==> src/rtl/dest_ip_tbl_ctrl.sv <==
// Initiator for the destination-IP exception table: issues single read/write
// or clear-all request pulses, waits for the matching ack with a timeout.
module dest_ip_tbl_ctrl #(
    parameter int C_S_AXI_DATA_WIDTH = 32,
    parameter int ADDR_WIDTH         = 5,
    parameter int DEPTH              = 32,
    parameter int TIMEOUT_CYCLES     = 16
) (
    input  logic                          AXI_ACLK,
    input  logic                          AXI_RESET,
    input  logic                          cmd_valid,
    output logic                          cmd_ready,
    input  logic                          cmd_write,
    input  logic                          cmd_clear_all,
    input  logic [ADDR_WIDTH-1:0]         cmd_addr,
    input  logic [C_S_AXI_DATA_WIDTH-1:0] cmd_wdata,
    output logic                          rsp_valid,
    output logic [C_S_AXI_DATA_WIDTH-1:0] rsp_rdata,
    output logic                          rsp_err,
    output logic                          busy,
    output logic [31:0]                   timeout_count,
    output logic                          tbl_rd_req,
    output logic                          tbl_wr_req,
    output logic [ADDR_WIDTH-1:0]         tbl_rd_addr,
    output logic [ADDR_WIDTH-1:0]         tbl_wr_addr,
    output logic [C_S_AXI_DATA_WIDTH-1:0] tbl_wr_data,
    input  logic [C_S_AXI_DATA_WIDTH-1:0] tbl_rd_data,
    input  logic                          tbl_rd_ack,
    input  logic                          tbl_wr_ack
);

    localparam int TIMER_WIDTH = $clog2(TIMEOUT_CYCLES + 1);
    localparam logic [TIMER_WIDTH-1:0] TIMER_LAST = TIMER_WIDTH'(TIMEOUT_CYCLES - 1);
    localparam logic [ADDR_WIDTH-1:0]  LAST_INDEX = ADDR_WIDTH'(DEPTH - 1);

    typedef enum logic [1:0] {IDLE, ISSUE, WAIT, RESP} state_t;

    state_t                  state, next_state;
    logic [ADDR_WIDTH-1:0]   index;
    logic [TIMER_WIDTH-1:0]  timer;
    logic                    op_wr;
    logic                    op_clear;
    logic                    advance;
    logic                    ack_match;
    logic                    last_entry;
    logic                    timer_expired;

    assign cmd_ready     = (state == IDLE);
    assign ack_match     = op_wr ? tbl_wr_ack : tbl_rd_ack;
    assign last_entry    = (index == LAST_INDEX);
    assign timer_expired = (timer == TIMER_LAST);

    // NOTE: sequential state uses non-blocking assignments so every register
    // samples the pre-edge values regardless of statement order.
    always_ff @(posedge AXI_ACLK or posedge AXI_RESET) begin
        if (AXI_RESET) state <= IDLE;
        else           state <= next_state;
    end

    // NOTE: next_state gets its default before the case so no path leaves it
    // unassigned, which would otherwise infer a latch.
    always_comb begin
        next_state = state;
        case (state)
            IDLE:  if (cmd_valid) next_state = ISSUE;
            ISSUE: next_state = WAIT;
            WAIT: begin
                if (advance)            next_state = ISSUE;
                else if (ack_match)     next_state = (op_clear && !last_entry) ? WAIT : RESP;
                else if (timer_expired) next_state = RESP;
            end
            RESP:    next_state = IDLE;
            default: next_state = IDLE;
        endcase
    end

    // Request pulses are launched on the edge that enters ISSUE, so they line up with it.
    always_ff @(posedge AXI_ACLK or posedge AXI_RESET) begin
        if (AXI_RESET) begin
            index         <= '0;
            timer         <= '0;
            op_wr         <= 1'b0;
            op_clear      <= 1'b0;
            advance       <= 1'b0;
            busy          <= 1'b0;
            rsp_valid     <= 1'b0;
            rsp_err       <= 1'b0;
            rsp_rdata     <= '0;
            timeout_count <= '0;
            tbl_rd_req    <= 1'b0;
            tbl_wr_req    <= 1'b0;
            tbl_rd_addr   <= '0;
            tbl_wr_addr   <= '0;
            tbl_wr_data   <= '0;
        end else begin
            tbl_rd_req <= 1'b0;
            tbl_wr_req <= 1'b0;
            rsp_valid  <= 1'b0;
            rsp_err    <= 1'b0;
            rsp_rdata  <= '0;
            busy       <= (next_state != IDLE);
            case (state)
                IDLE: begin
                    if (cmd_valid) begin
                        op_wr    <= cmd_write | cmd_clear_all;
                        op_clear <= cmd_clear_all;
                        index    <= cmd_clear_all ? '0 : cmd_addr;
                        if (cmd_write || cmd_clear_all) begin
                            tbl_wr_req  <= 1'b1;
                            tbl_wr_addr <= cmd_clear_all ? '0 : cmd_addr;
                            tbl_wr_data <= cmd_clear_all ? '0 : cmd_wdata;
                        end else begin
                            tbl_rd_req  <= 1'b1;
                            tbl_rd_addr <= cmd_addr;
                        end
                    end
                end
                ISSUE: timer <= '0;
                WAIT: begin
                    // Clear-all spends one idle cycle stepping the index before the next pulse.
                    if (advance) begin
                        advance     <= 1'b0;
                        tbl_wr_req  <= 1'b1;
                        tbl_wr_addr <= index;
                        tbl_wr_data <= '0;
                    end else if (ack_match) begin
                        if (op_clear && !last_entry) begin
                            index   <= index + 1'b1;
                            advance <= 1'b1;
                        end else begin
                            rsp_valid <= 1'b1;
                            if (!op_wr) rsp_rdata <= tbl_rd_data;
                        end
                    end else if (timer_expired) begin
                        rsp_valid <= 1'b1;
                        rsp_err   <= 1'b1;
                        if (timeout_count != 32'hFFFF_FFFF) timeout_count <= timeout_count + 32'd1;
                    end else begin
                        timer <= timer + 1'b1;
                    end
                end
                default: ;
            endcase
        end
    end

endmodule

==> config.mk <==
export PLATFORM = sky130hd
export DESIGN_NAME = dest_ip_tbl_ctrl
export DESIGN_NICKNAME = d
export VERILOG_FILES = /design/src/rtl/dest_ip_tbl_ctrl.sv
export SDC_FILE = /design/constraint.sdc
export NUM_CORES = 1
export LEC_CHECK = 0
export CORE_MARGIN = 2
export CORE_UTILIZATION = 46
export CTS_BUF_LIST = sky130_fd_sc_hd__clkbuf_2 sky130_fd_sc_hd__clkbuf_4 sky130_fd_sc_hd__clkbuf_8
export DETAILED_ROUTE_END_ITERATION = 6
export GPL_ROUTABILITY_DRIVEN = 0
export GPL_TIMING_DRIVEN = 0
export PLACE_DENSITY = 0.82
export SYNTH_ARGS = -nofsm -noshare
export SYNTH_HDL_FRONTEND = slang
export SYNTH_SLANG_ARGS = --single-unit
==> constraint.sdc <==
create_clock -name AXI_ACLK -period 6.04 [get_ports AXI_ACLK]
set_clock_uncertainty 0.15 [all_clocks]
set_input_delay 1.208 -clock AXI_ACLK [delete_from_list [all_inputs] [get_ports AXI_ACLK]]
set_output_delay 1.208 -clock AXI_ACLK [all_outputs]
set_load 0.05 [all_outputs]
# Yosys cells after proc, flatten, opt, wreduce, memory -nomap -nowiden
# Index checks and enable logic that the tools add are counted.
# Widths: inputs -> output; s select.
# op_classes
bitwise	4
n_eq_ne	14
addsub	3
mux	49
reduce_logical	13
# ops
op	n
$mux 32	9
$pmux 32 s2	1
$mux 5	11
$add 32x1->32 const B	1
$ne 32x32->1 const B	1
$pmux 5 s2	3
$mux 1	19
$ne 2x2->1 const B	7
$add 5x1->5 const B	2
$reduce_and 5->1	2
$mux 2	4
$pmux 2 s4	1
$reduce_and 4->1	2
$reduce_bool 2->1	3
$eq 5x4->1 const B	1
$eq 5x5->1 const B	1
$eq 2x2->1 const B	2
$not 1->1	3
$reduce_and 3->1	1
$eq 2x1->1 const B	1
$logic_not 2->1	1
$ne 2x1->1 const B	1
$pmux 1 s2	1
$reduce_and 2->1	1
4 further kinds	4
# word_totals
out_inout_bits	112
regBits	126
input_bits	76

# Depth between registers and ports, before layout
# Gate-level depths: netlist of the first run.
# depth
word_depth	8
depth_mapped	8
ltp_nobuf	8

# Least setup slack after synthesis of the first run
# OpenSTA, ideal clock, no wires.
# synth_timing
path_type	input-to-reg
startpoint	in tbl_rd_ack
endpoint	reg timeout_count[8]
path_buffers	0
path_slack_ns	3.310
t_required_ns	5.747
arrival_ns	2.438
cell_stages	5
cell_sequence	mux2_4 > or3_1 > a31oi_2 > nand4_1 > xnor2_1
# synth_between
elab_chain_len	3
# synth_rtl
item	line	source
start, declared	28	input logic tbl_rd_ack,
$mux 1	49	assign ack_match = op_wr ? tbl_wr_ack : tbl_rd_ack;
$not 1->1 (no line)	n/a	
$reduce_and 5->1 (no line)	n/a	
end signal, assigned	137	if (timeout_count != 32'hFFFF_FFFF) timeout_count <= timeout_count + 32'd1;
end, declared	21	output logic [31:0] timeout_count,
# Every way passes these cells.
# A chain may end at the register's enable or synchronous reset.

# Final worst setup path of the first run
# layout_timing
startpoint	reg state[0]
endpoint	out cmd_ready
# layout_between
elab_chain_len	1
# layout_rtl
item	line	source
start, declared	38	state_t state, next_state;
start signal, assigned	57	else state <= next_state;
$logic_not 2->1	48	assign cmd_ready = (state == IDLE);
end, declared	12	output logic cmd_ready,
# Every way passes these cells.

==> flow_metrics.py, run 1 <==
metrics = {
    "pwr": {
        "peakVddDrop_mv": 0.335,
        "power-per-cell-area_nw_per_um2": 409,
        "clkPwrFrac_pct": 24.2,
        "netsw_uw": 1300,
        "seqPwrFrac_pct": 35.4,
        "power.combinational.fraction_pct": 40.4,
        "sw_frac_of_total_pct": 41.0,
        "power.internal_uw": 1870,
        "power_leakage_uw": 0.00351,
    },
    "clocking": {
        "post_cts_sizing_count": 0,
        "cts.sink_count": 126,
        "cts-root-to-sink-buffers": 2,
        "cts_buffers": 17,
        "cts.clk_slew.worst_paths_ns": 0.07,
        "cts_htree_levels": 4,
        "clk-insertion-delay-late_ns": 0.45,
        "clock-root-buffer": "clkbuf_8",
        "hold_fix_buffers_at_cts": 0,
        "cts.repair_timing.setup_buffer_count": 0,
        "cts_tree": "built",
    },
    "final_layout": {
        "nNetsFinal": 768,
        "filler_cells": 807,
        "synthToLayoutAreaGrowth_pct": 47.7,
        "drive_above_1_share_pct": 8.43,
        "final_cells": 840,
        "cell_area_after_layout_um2": 7730,
        "layout_common_cells": "clkdlybuf4s50_1, dfrtp_1, nand2_1",
        "mostFrequentLayoutCell": "clkdlybuf4s50_1",
        "antenna_cells": 0,
    },
    "placement": {
        "io_buffer_count": 187,
        "detailedPlacementHpwl_um": 9650,
        "placement.cell_area_um2": 7310,
        "place_inst": 808,
        "preCtsSetupSlack_ns": 2.59,
    },
    "die": {
        "die_y_um": 111,
        "core-area_um2": 11000,
        "initial_core_util_pct": 47.6,
        "rows": 38,
        "floorplan.io_pins": 188,
        "die_w_um": 111,
        "die-area_um2": 12200,
    },
    "timing": {
        "fmax_ghz": 0.289,
        "final.setup.tns_ns": 0,
        "slew_headroom_pct": 61.3,
        "fin_hold_ws_ns": 0.316,
        "ratio_of_final_minimum_period_to_clock_period_pct": 57.2,
        "rsz_0062_raised_after_global_routing": "false",
        "finalWorstSetupSlack_ns": 2.58,
        "final_max_slew_viol_count": 0,
        "worst-slew-pin-transition_ns": 0.575,
        "setup_viol": 0,
        "layout_min_cycle_time_ns": 3.46,
        "finalHoldViolCount": 0,
    },
    "global_routing": {
        "grt_first_pass_wirelength_um": 22000,
        "vias_in_the_first_global_route": 4441,
        "grt_util_met1_pct": 27.0,
        "globalRoute.totalOverflow": 0,
        "globalRoute.busiestLayer": "met2",
        "number_of_antenna_violations_at_the_first_check_in_global_routing": 0,
        "grt_max_degree": 86,
        "grt.total_usage_pct": 22.6,
        "globalRouteMet3Util_pct": 6.45,
        "global_route_track_usage_on_met2_pct": 38.0,
    },
    "yosys": {
        "number_of_enable_flip_flop_cells_after_synthesis": 0,
        "share_of_synthesized_area_occupied_by_flip_flops_and_latches_pct": 60.3,
        "synth-async-reset-ratio_pct": 100,
        "post_synth_inst_count": 480,
        "synth_ff_type": "dfrtp_1",
        "synthesis.yosys.warnings": 0,
        "syn_area_um2": 5230,
        "synth.net_count": 561,
        "postSynthAreaPerCell_um2": 10.9,
        "yosys.cell_types.count": 47,
        "ys_seq_elements": 126,
    },
    "status": {
        "run_status": "finished clean",
    },
    "drt": {
        "postRouteAntennaNets": 0,
        "route.detailed.vias_per_inst": 5.12,
        "post-route-drc-count": 0,
        "detail_route.iter0.violations": 270,
        "drt_wl_total_um": 13200,
        "post_drt_wl_per_cell_um": 15.7,
        "detailedRoute.firstPassIterationCount": 4,
        "vias": 4302,
    },
    "setup_path": {
        "arrival_ns": 2.10,
        "endpoint_kind_of_the_worst_setup_timing_path": "output port",
        "critPathRequiredTime_ns": 4.68,
        "critPathMaxFanout": 10,
        "worst_setup_path_start_kind": "flop",
        "worst-r2r-setup-slack_ns": 3.50,
        "timing.setup.critical_path_class": "reg -> out",
    },
    "job": {
        "max_cap_viol_count": 0,
    },
    "hold_path": {
        "holdCritPathClass": "reg -> reg",
    },
}
power groups by stage:
| stage | combinational, µW | clock, µW | sequential [µW] |
|---|---|---|---|
| 2_1_floorplan | 384 | 0 | 1570 |
| 3_3_place_gp | 1240 | 0 | 1120 |
| 3_5_place_dp | 1280 | 0 | 1130 |
| 4_1_cts | 1280 | 781 | 1120 |
| 5_1_grt | 1360 | 819 | 1140 |
| 6_report | 1280 | 765 | 1120 |
final cells by class:
class,instances,area (µm²),area share [%]
plain buffers,19,78.8,1.02
clock buffers,21,277,3.58
well taps,140,175,2.27
multi-input cells,327,1970,25.5
inverters,8,35.0,0.453
clock inverters,11,140,1.81
flip-flops and latches,126,3150,40.8
repair buffers,188,1900,24.6
metrics by stage:
stage | total power [µW] | util (%)
6_report | 3160 | 70.4
5_1_grt | 3310 | 70.4
4_1_cts | 3180 | 70.4
3_5_place_dp | 2410 | 66.6
3_3_place_gp | 2360 | 66.3
2_1_floorplan | 1950 | -
routing by layer:
metal | vias up | share of wire [%]
met2 | 132 | 52
met4 | 0 | 2.7
met1 | 2110 | 40
li1 | 2030 | -
met3 | 30 | 5.3
met5 | - | 0
worst paths after layout:
| path | start | end | depth (start not counted) |
|---|---|---|---|
| max | state[0] | cmd_ready | 3 |
| min | tbl_wr_data[7] | tbl_wr_data[7] | 2 |
| max reg2reg | timer[0] | timeout_count[8] | 8 |
| min reg2reg | tbl_wr_data[7] | tbl_wr_data[7] | 2 |
| max in group asynchronous | AXI_RESET | rsp_rdata[12] | 3 |
| min in group asynchronous | AXI_RESET | tbl_wr_data[6] | 2 |
cell families after synthesis:
kind of cell | count (synthesis) | synth area share, %
AND/OR/NAND/NOR | 253 | 24.9
AO/OA/AOI/OAI | 31 | 4.90
flip-flops | 126 | 60.3
XOR/XNOR | 33 | 5.52
adder cells (fa/ha/maj) | 5 | 1.20
buffers and inverters | 27 | 2.08
multiplexers | 5 | 1.10
critical path, stage by stage (launching register included):
cell	delay [ns]
dfrtp_1	0.39
buf_2	0.19
nor2_1	0.21
clkdlybuf4s50_1	0.86
synth_stat cells, types with 3 or more instances:
| master | count | area (µm²) |
|---|---|---|
| dfrtp_1 | 126 | 3150 |
| nand2_1 | 101 | 379 |
| nand3_1 | 43 | 215 |
| and2_1 | 34 | 213 |
| nor2_1 | 28 | 105 |
| xnor2_1 | 25 | 219 |
| clkbuf_1 | 13 | 48.8 |
| nand4_1 | 13 | 81.3 |
| inv_1 | 8 | 30.0 |
| xor2_1 | 8 | 70.1 |
| a21oi_1 | 7 | 35.0 |
| and3_1 | 7 | 43.8 |
| o21ai_0 | 6 | 30.0 |
| a221oi_1 | 5 | 43.8 |
| ha_1 | 5 | 62.6 |
| nor2b_1 | 4 | 25.0 |
| and4_1 | 3 | 26.3 |
| buf_2 | 3 | 15.0 |
| or3_1 | 3 | 18.8 |
registers in the layout, summed over array words and instances, names as in the netlist:
register	count
rsp_rdata	32
rsp_err	1
state	2
timer	5
tbl_rd_addr	5
busy	1
op_clear	1
rsp_valid	1
op_wr	1
tbl_rd_req	1
tbl_wr_data	32
advance	1
tbl_wr_addr	5
tbl_wr_req	1
index	5
timeout_count	32
(Power assumes the default switching activity.)
==> run 2: changes to the inputs <==
CORE_UTILIZATION = 42   (was 46)
PLACE_DENSITY = 0.79   (was 0.82)
clock period = 3 ns   (was 6.04 ns; I/O delays follow)
==> run 2 against run 1 <==
Non-clock buffer count grew 2. Combinational power grew 100%. Wire length shrank 1.6%. Power grew 91%. Die area grew 9.2%. Hold slack lost 0.0014 ns. Final cell count grew 2.9%. Cell area shrank 0.49%. Global-route usage shrank 2.4 points. Critical endpoint unchanged.
==> flow_metrics.py, run 2 (same netlist as run 1, synthesis figures left out) <==
metrics = {
    "status": {
        "run_status": "finished clean",
    },
    "clocking": {
        "cts.sink_count": 126,
        "cts_tree": "built",
        "cts-root-to-sink-buffers": 2,
        "clock-root-buffer": "clkbuf_8",
        "clk-insertion-delay-late_ns": 0.43,
        "cts_htree_levels": 4,
        "hold_fix_buffers_at_cts": 0,
        "cts_buffers": 17,
        "cts.repair_timing.setup_buffer_count": 0,
        "post_cts_sizing_count": 0,
        "cts.clk_slew.worst_paths_ns": 0.07,
    },
    "final_layout": {
        "antenna_cells": 0,
        "layout_common_cells": "clkdlybuf4s50_1, dfrtp_1, nand2_1",
        "drive_above_1_share_pct": 7.90,
        "filler_cells": 976,
        "largest_registers": "rsp_rdata: 32 flops, tbl_wr_data: 32 flops, timeout_count: 32 flops",
        "mostFrequentLayoutCell": "clkdlybuf4s50_1",
        "synthToLayoutAreaGrowth_pct": 47.0,
        "nNetsFinal": 770,
    },
    "setup_path": {
        "critPathRequiredTime_ns": 2.25,
        "endpoint_kind_of_the_worst_setup_timing_path": "output port",
        "worst_setup_path_start_kind": "flop",
        "arrival_ns": 2.07,
        "critPathMaxFanout": 10,
        "timing.setup.critical_path_class": "reg -> out",
        "worst-r2r-setup-slack_ns": 0.42,
    },
    "pwr": {
        "sw_frac_of_total_pct": 41.8,
        "power-per-cell-area_nw_per_um2": 785,
        "peakVddDrop_mv": 0.696,
        "clkPwrFrac_pct": 20.3,
        "netsw_uw": 2520,
        "power.combinational.fraction_pct": 42.5,
        "seqPwrFrac_pct": 37.2,
        "power_leakage_uw": 0.00349,
        "power.internal_uw": 3520,
    },
    "global_routing": {
        "grt_first_pass_wirelength_um": 21000,
        "grt_max_degree": 41,
        "globalRoute.totalOverflow": 0,
        "number_of_antenna_violations_at_the_first_check_in_global_routing": 0,
        "vias_in_the_first_global_route": 4308,
        "grt.total_usage_pct": 20.2,
    },
    "timing": {
        "final.setup.tns_ns": 0,
        "worst-slew-pin-transition_ns": 0.618,
        "slew_headroom_pct": 58.5,
        "fmax_ghz": 0.354,
        "setup_viol": 0,
        "ratio_of_final_minimum_period_to_clock_period_pct": 94.1,
        "finalWorstSetupSlack_ns": 0.177,
        "layout_min_cycle_time_ns": 2.82,
        "finalHoldViolCount": 0,
        "final_max_slew_viol_count": 0,
        "rsz_0062_raised_after_global_routing": "false",
    },
    "drt": {
        "drt_wl_total_um": 13000,
        "post-route-drc-count": 0,
        "post_drt_wl_per_cell_um": 15.0,
        "postRouteAntennaNets": 0,
        "vias": 4266,
        "route.detailed.vias_per_inst": 4.94,
        "detailedRoute.firstPassIterationCount": 4,
        "detail_route.iter0.violations": 242,
    },
    "hold_path": {
        "holdCritPathClass": "reg -> reg",
    },
    "die": {
        "die_w_um": 116,
        "core-area_um2": 12100,
        "die-area_um2": 13400,
        "initial_core_util_pct": 43.4,
        "rows": 40,
        "floorplan.io_pins": 188,
        "die_y_um": 116,
    },
    "placement": {
        "preCtsSetupSlack_ns": 0.200,
        "io_buffer_count": 187,
        "detailedPlacementHpwl_um": 9740,
    },
    "job": {
        "max_cap_viol_count": 0,
    },
}
[run 2: cell count changes in the layout (fill, tap and decap cells not counted), sizes merged]
| cell | change |
|---|---|
| bufinv | -3 |
| clkbuf | +2 |
| inv | -1 |
| clkinv | -1 |
| buf | +2 |
| clkinvlp | -3 |
[run 2: path summary, 6_finish.rpt]
path	start	end	cells past startpoint
max reg2reg	timer[0]	timeout_count[14]	8
max in group asynchronous	AXI_RESET	tbl_wr_data[25]	3
min reg2reg	tbl_wr_data[22]	tbl_wr_data[22]	2
min	tbl_wr_data[22]	tbl_wr_data[22]	2
max	state[0]	cmd_ready	3
min in group asynchronous	AXI_RESET	rsp_rdata[11]	2
[run 2: stage by stage]
stage	area, µm²	util, %	std cells	total power [µW]	hold WS [ns]
after floorplan	5240	-	480	3930	0.321
after global placement	7320	60.7	835	4760	0.300
after detailed placement	7380	61.2	838	4850	0.306
after CTS	7690	63.8	864	6100	0.320
after global routing	7690	63.8	864	6380	0.335
final	7690	63.8	864	6040	0.315
[run 2: routing by layer]
layer / GRT usage (%) / up-vias / routed length [µm]
met2: 32.4 / 140 / 6560
met3: 6.90 / 23 / 771
li1: - / 2022 / -
met5: 0 / - / 0
met4: 8.49 / 0 / 259
met1: 25.1 / 2081 / 5390
[run 2: cell type report]
cell class / count / area (µm²) / area share, %
sequential: 126 / 3150 / 41.0
multi-input combinational: 327 / 1970 / 25.6
timing repair buffer: 190 / 1930 / 25.1
clock buffer: 23 / 298 / 3.87
tap: 168 / 210 / 2.73
buffer: 19 / 78.8 / 1.02
inverter: 8 / 33.8 / 0.439
clock inverter: 3 / 15.0 / 0.195
[run 2: critical path, stage by stage (launching register included)]
cell and delay [ns]:
dfrtp_1 0.39, buf_2 0.19, nor2_1 0.21, clkdlybuf4s50_1 0.86
[run 2: power by group through the flow]
stage | clock network (µW) | logic (µW) | registers (µW)
2_1_floorplan | 0 | 773 | 3160
3_3_place_gp | 0 | 2500 | 2260
3_5_place_dp | 0 | 2570 | 2280
4_1_cts | 1270 | 2580 | 2250
5_1_grt | 1340 | 2750 | 2290
6_report | 1220 | 2570 | 2250
